<file path="src/rtl/result_reader.sv">
// result_reader: streams a LEN-word burst out of a read buffer, one word per READ/LATCH/SEND pass.
//   clk, rst        : clock, asynchronous active-high reset
//   start           : pulse, buffer holds LEN valid words (honoured only in IDLE)
//   mem_rd_en/addr  : buffer read strobe and address
//   mem_rdata       : buffer data, valid one cycle after mem_rd_en
//   out_data/valid  : registered word offered downstream, held until out_ready
//   out_ready       : downstream accept
//   busy            : high outside IDLE
//   done            : one-cycle pulse after the last word is accepted
module result_reader #(
    parameter int DATA_W = 8,
    parameter int ADDR_W = 4,
    parameter int LEN    = 16
) (
    input  logic              clk,
    input  logic              rst,
    input  logic              start,
    output logic              mem_rd_en,
    output logic [ADDR_W-1:0] mem_addr,
    input  logic [DATA_W-1:0] mem_rdata,
    output logic [DATA_W-1:0] out_data,
    output logic              out_valid,
    input  logic              out_ready,
    output logic              busy,
    output logic              done
);
    typedef enum logic [2:0] {IDLE, READ, LATCH, SEND, FINISH} state_t;
    localparam logic [ADDR_W-1:0] LAST = ADDR_W'(LEN - 1);
    state_t            state;
    logic [ADDR_W-1:0] cnt;
    // Outputs are registered: each transition loads the output values of the state being entered.
    always_ff @(posedge clk or posedge rst) begin
        if (rst) begin
            state     <= IDLE;
            cnt       <= '0;
            out_data  <= '0;
            mem_rd_en <= 1'b0;
            mem_addr  <= '0;
            out_valid <= 1'b0;
            busy      <= 1'b0;
            done      <= 1'b0;
        end else begin
            mem_rd_en <= 1'b0;
            done      <= 1'b0;
            case (state)
                IDLE: if (start) begin
                    state     <= READ;
                    cnt       <= '0;
                    mem_addr  <= '0;
                    mem_rd_en <= 1'b1;
                    busy      <= 1'b1;
                end
                READ: state <= LATCH;
                LATCH: begin
                    out_data  <= mem_rdata;
                    out_valid <= 1'b1;
                    state     <= SEND;
                end
                SEND: if (out_ready) begin
                    out_valid <= 1'b0;
                    if (cnt == LAST) begin
                        state <= FINISH;
                        done  <= 1'b1;
                    end else begin
                        // counter and address advance together so the address is ready in READ
                        cnt       <= cnt + 1'b1;
                        mem_addr  <= cnt + 1'b1;
                        mem_rd_en <= 1'b1;
                        state     <= READ;
                    end
                end
                FINISH: begin
                    state <= IDLE;
                    busy  <= 1'b0;
                end
                default: begin
                    state     <= IDLE;
                    busy      <= 1'b0;
                    out_valid <= 1'b0;
                end
            endcase
        end
    end
endmodule

</file>
<file path="config.mk">
export PLATFORM = sky130hd
export DESIGN_NAME = result_reader
export DESIGN_NICKNAME = d
export VERILOG_FILES = /design/src/rtl/result_reader.sv
export SDC_FILE = /design/constraint.sdc
export NUM_CORES = 1
export LEC_CHECK = 0
export CAP_MARGIN = 10
export CORE_MARGIN = 10
export CORE_UTILIZATION = 44
export CTS_CLUSTER_DIAMETER = 50
export DETAILED_ROUTE_END_ITERATION = 10
export PLACE_DENSITY = 0.84
export SYNTH_ARGS = -nofsm -noshare
export SYNTH_HDL_FRONTEND = slang
export SYNTH_SLANG_ARGS = --single-unit
</file>
<file path="constraint.sdc">
create_clock -name clk -period 1.6 [get_ports clk]
set_input_delay 0.32 -clock clk [delete_from_list [all_inputs] [get_ports clk]]
set_output_delay 0.32 -clock clk [all_outputs]
set_load 0.02 [all_outputs]
</file>
After elaboration in Yosys (flattened, before gate mapping)
Cells that the tools add are included.
- bits in registers: 19
- input bits: 12
- output and inout bits: 16
- logic and storage cells: 45
- add/sub/neg operators: 1
- eq/ne operators: 8
- multiplexer cells: 19
- bitwise gates (word level): 2
- reduce and logical (&&, ||, !) cells: 8
- operator list (operator ; number):
    4-bit two-way mux ; 3
    3-bit one-hot mux with 4 select lines ; 1
    3-bit two-way mux ; 3
    1-bit two-way mux ; 8
    4-bit one-hot mux with 2 select lines ; 1
    3-bit by 2-bit == test with 1-bit output, second input constant ; 2
    2-bit inequality test, second input constant ; 3
    2-bit AND reduction ; 3
    3-bit OR reduction ; 2
    4-bit by 1-bit adder with 4-bit output, second input constant ; 1
    4-bit == test, second input constant ; 1
    1-bit one-hot mux with 2 select lines ; 2
    4-bit AND reduction ; 1
    3-bit by 1-bit == test with 1-bit output, second input constant ; 1
    3-bit == test, second input constant ; 1
    3-bit zero test ; 1
    1-bit one-hot mux with 3 select lines ; 1
    1-bit NOT ; 2
    2-bit nonzero test ; 1

Logic depth before layout (Yosys ltp)
- depth in word-level cells: 4
- depth in mapped cells: 4
- gate-level depth less buffers: 4

Worst setup path before layout
Ideal clock, no wire load.
- path kind: reg2reg
- start: reg cnt[1]
- end: reg cnt[1]
- arrival time: 1406 ps
- setup slack: 69 ps
- stages on the path, launching flop included: 5
- path buffers: 0
- cell sequence: dfrtp_1 -> ha_1 -> nand3_1 -> a21o_4 -> mux2_4
- word-level cells in the longest chain between the ends: 4
- RTL lines (element ; RTL line ; RTL):
    start, declared ; 30 ; logic [ADDR_W-1:0] cnt;
    start signal, assigned ; 66 ; cnt <= cnt + 1'b1;
    4-bit by 1-bit adder with 4-bit output ; 66 ;
    4-bit two-way mux ; 61 ; if (cnt == LAST) begin
    4-bit two-way mux ; 59 ; SEND: if (out_ready) begin
    4-bit one-hot mux with 2 select lines ; 45 ; case (state)
Several ways; a longest one is shown, not always the timed one. The select of a mux whose other input is x is not followed.
A chain may end at the register's enable or synchronous reset.

Worst setup path after layout
- start: reg state[2]
- end: reg cnt[1]
- word-level cells in the longest chain between the ends: 3
- RTL lines (element ; RTL line ; RTL):
    start, declared ; 29 ; state_t state;
    start signal, assigned ; 34 ; state <= IDLE;
    start signal, assigned ; 47 ; state <= READ;
    start signal, assigned ; 53 ; READ: state <= LATCH;
    3-bit by 2-bit == test with 1-bit output / 3-bit zero test (equally long branches) ; 45 ;
    2-bit inequality test (no source line) / 2-bit nonzero test (equally long branches) ; n/a ;
    4-bit AND reduction (no source line) ; n/a ;
Several ways; a longest one is shown, not always the timed one.

==> impl_metrics.tcl <==
set metrics [dict create \
    outcome "finished, final reports clean" \
    crit_chain "and4b_4 -> a21o_4 -> mux2_4" \
    slowest_delay_ps 520 \
    diodes 0 \
    tightest_slew_ps 354.6 \
    slew-limit-headroom_pct 76.36 \
    die_x_um 64.17 \
    path_class "flop to flop" \
    cts_tree "built" \
    synth.yosys.seq_area_share_pct 55.39 \
    final_common_cell "dfrtp_1" \
    area_delta_synth_final_pct 43.59 \
    synth_seq_cells 19 \
    startpoint "state[2]$_DFFE_PP0P_" \
    postCtsSetupBuffers 0 \
    clkTransAtPathRegs_ps 100 \
    dp.cells 122 \
    cts_hold_buffers 0 \
    gp_congestion 0.8494 \
    min_period_ps 1453 \
    cp.arrival_ps 1630 \
    hold_viol 0 \
    final_area_um2 1232 \
    grt_usage_pct 9.136 \
    rows 15 \
    grt_antenna_before_repair 0 \
    ant_nets 0 \
    drc_errors 0 \
    skew_ps 3.814 \
    ir_drop_uv 1024 \
    max_freq_mhz 688.2 \
    r2r-end "cnt[1]$_DFFE_PP0P_" \
    cap_viol_max_count 0 \
    first_iter_violations 11 \
    netlist.area_leader.share_pct 55.39 \
    worst-path-buf-inv 0 \
    p_per_area_nw_per_um2 1843 \
    critical-path-top-delay-family "flip-flops" \
    syn_area_um2 858.3 \
    dieHeight_um 64.17 \
    reg2reg_slack_ps 150 \
    first_pass_iters 4 \
    start_util_pct 48.14 \
    grt_max_degree 20 \
    finalNetCount 115 \
    coreArea_um2 1783 \
    syn_nets 79 \
    clock_sinks 19 \
    first_global_vias 615 \
    grt_pass1_wl_mm 3.098 \
    io_pins 28 \
    ys_types 27 \
    worstPathRequired_ps 1780 \
    htreeDepth 1 \
    clk_path_buf_depth 2 \
    r2r_cells 3 \
    grt-ovfl-total 0 \
    cpMaxStageDelayCell "dfrtp_1" \
    placed_area_um2 1199 \
    min_path_type "input pin to async pin" \
    slew_violations 0 \
    clk_latency_ps 280 \
    regToRegStartpoint "state[2]$_DFFE_PP0P_" \
    ys.warnings.count 0 \
    final_cell_mix "dfrtp_1 (19), clkdlybuf4s50_1 (11), dlygate4sd2_1 (9)" \
    cts.root.buffer_cell "clkbuf_4" \
    vias_per_cell 5.048 \
    finalHoldWorstSlack_ps 342.3 \
    utilization_pct 69.12 \
    dp_hpwl_mm 1.526 \
    syn_inst 66 \
    critPathCapture "cnt[1]$_DFFE_PP0P_" \
    io_buffers 27 \
    wl_mm 1.902 \
    rsz0062_at_grt "no" \
    vias 636 \
    cts-buffers-inserted 3 \
    crit_fanout 9 \
    die-area_um2 4117 \
    crit_path_end_kind "flop" \
    layoutNonFillerInstCount 126 \
    startpoint_type "flop" \
    synth_largest_area_cell "dfrtp_1" \
    leakage_nw 0.6171 \
    cp.depth 3 \
    wire_per_inst_um 15.10 \
    setup_viol 0 \
    drive_gt1_share_pct 25.74 \
    period_share_pct 90.81 \
    total_power_mw 2.272 \
    syn_avg_cell_area_um2 13.00 \
    synth_area_leaders "dfrtp_1 (55%), mux2_2 (10%), nor4b_4 (2.8%)" \
]
## flip-flops by register name (all words and copies together) (netlist names)
register / cells
out_data: 8
cnt: 4
state: 3
done: 1
busy: 1
mem_rd_en: 1
out_valid: 1
## worst min-delay path by stage
stage                                  from                      end  slack, ps  cells after the start
CTS                                     rst  out_data[7]$_DFFE_PP0P_        340                      3
finish                                  rst  out_data[7]$_DFFE_PP0P_        340                      3
global route                            rst     state[1]$_DFFE_PP0P_        360                      3
detailed placement  out_data[7]$_DFFE_PP0P_  out_data[7]$_DFFE_PP0P_        500                      1
global placement    out_data[1]$_DFFE_PP0P_  out_data[1]$_DFFE_PP0P_        490                      1
floorplan                               rst         busy$_DFFE_PP0P_        270                      1
## final cells by class
cell class | instances | area (µm²)
fillers | 135 | 550.5
flip-flops and latches | 19 | 475.5
multi-input cells | 41 | 345.3
repair buffers | 34 | 341.6
well taps | 25 | 31.28
clock buffers | 3 | 22.52
inverters | 3 | 11.26
clock inverters | 1 | 5.005
## layer usage
| layer | track usage, % | vias up | routed length (µm) |
|---|---|---|---|
| met5 | 0 | - | 0 |
| met1 | 11.49 | 315 | 815 |
| met4 | 0.8021 | 0 | 0 |
| met3 | 4.181 | 0 | 120 |
| met2 | 14.55 | 14 | 966 |
| li1 | - | 307 | - |
## through the flow
stage / TNS [ps] / setup slack (ps)
6_report: 0 / 147.0
5_1_grt: 0 / 101.0
4_1_cts: 0 / 0.2355
3_5_place_dp: -19.42 / -19.42
3_3_place_gp: 0 / 7.767
2_1_floorplan: 0 / 69.22
## tightest hold or removal path: stages
cell and delay, ps:
clkdlybuf4s50_1 390, inv_1 50, buf_4 250
## cells by family (layout without fill, tap and decap cells)
logic type | count (synthesis) | count (layout) | share of synthesized area (%)
flip-flops | 19 | 19 | 55.39
AND/OR/NAND/NOR | 18 | 18 | 15.45
AO/OA/AOI/OAI | 13 | 13 | 11.08
multiplexers | 9 | 9 | 12.24
buffers and inverters | 6 | 41 | 4.372
adder cells (fa/ha/maj) | 1 | 1 | 1.457
## what timing repair did
action,4_1_cts,5_1_grt
cloned,0,0
endpoints found under the setup margin,9,7
gates resized for setup,9,7
## report_power, final
part | total, mW | leakage (nW) | internal [mW] | switching, mW
clock | 0.230 | 0.0177 | 0.0927 | 0.137
combinational | 1.18 | 0.369 | 0.625 | 0.551
sequential | 0.867 | 0.230 | 0.684 | 0.183
## Yosys cell counts
cell      number
nand3b_1       1
nand3_1        2
nand2_1        2
a22o_1         1
o22ai_1        2
a41oi_1        1
mux2_2         8
nor2_1         5
and4b_4        1
dfrtp_1       19
a31o_2         1
mux2_4         1
nor4b_4        1
nor3_1         1
a21o_4         1
buf_6          1
and3_1         1
nor3b_4        1
buf_4          2
inv_1          3
a21oi_1        2
o21ba_2        1
nand2b_1       2
o21ai_0        3
a31oi_1        1
ha_1           1
nand4b_1       1
(Power assumes the default switching activity.)
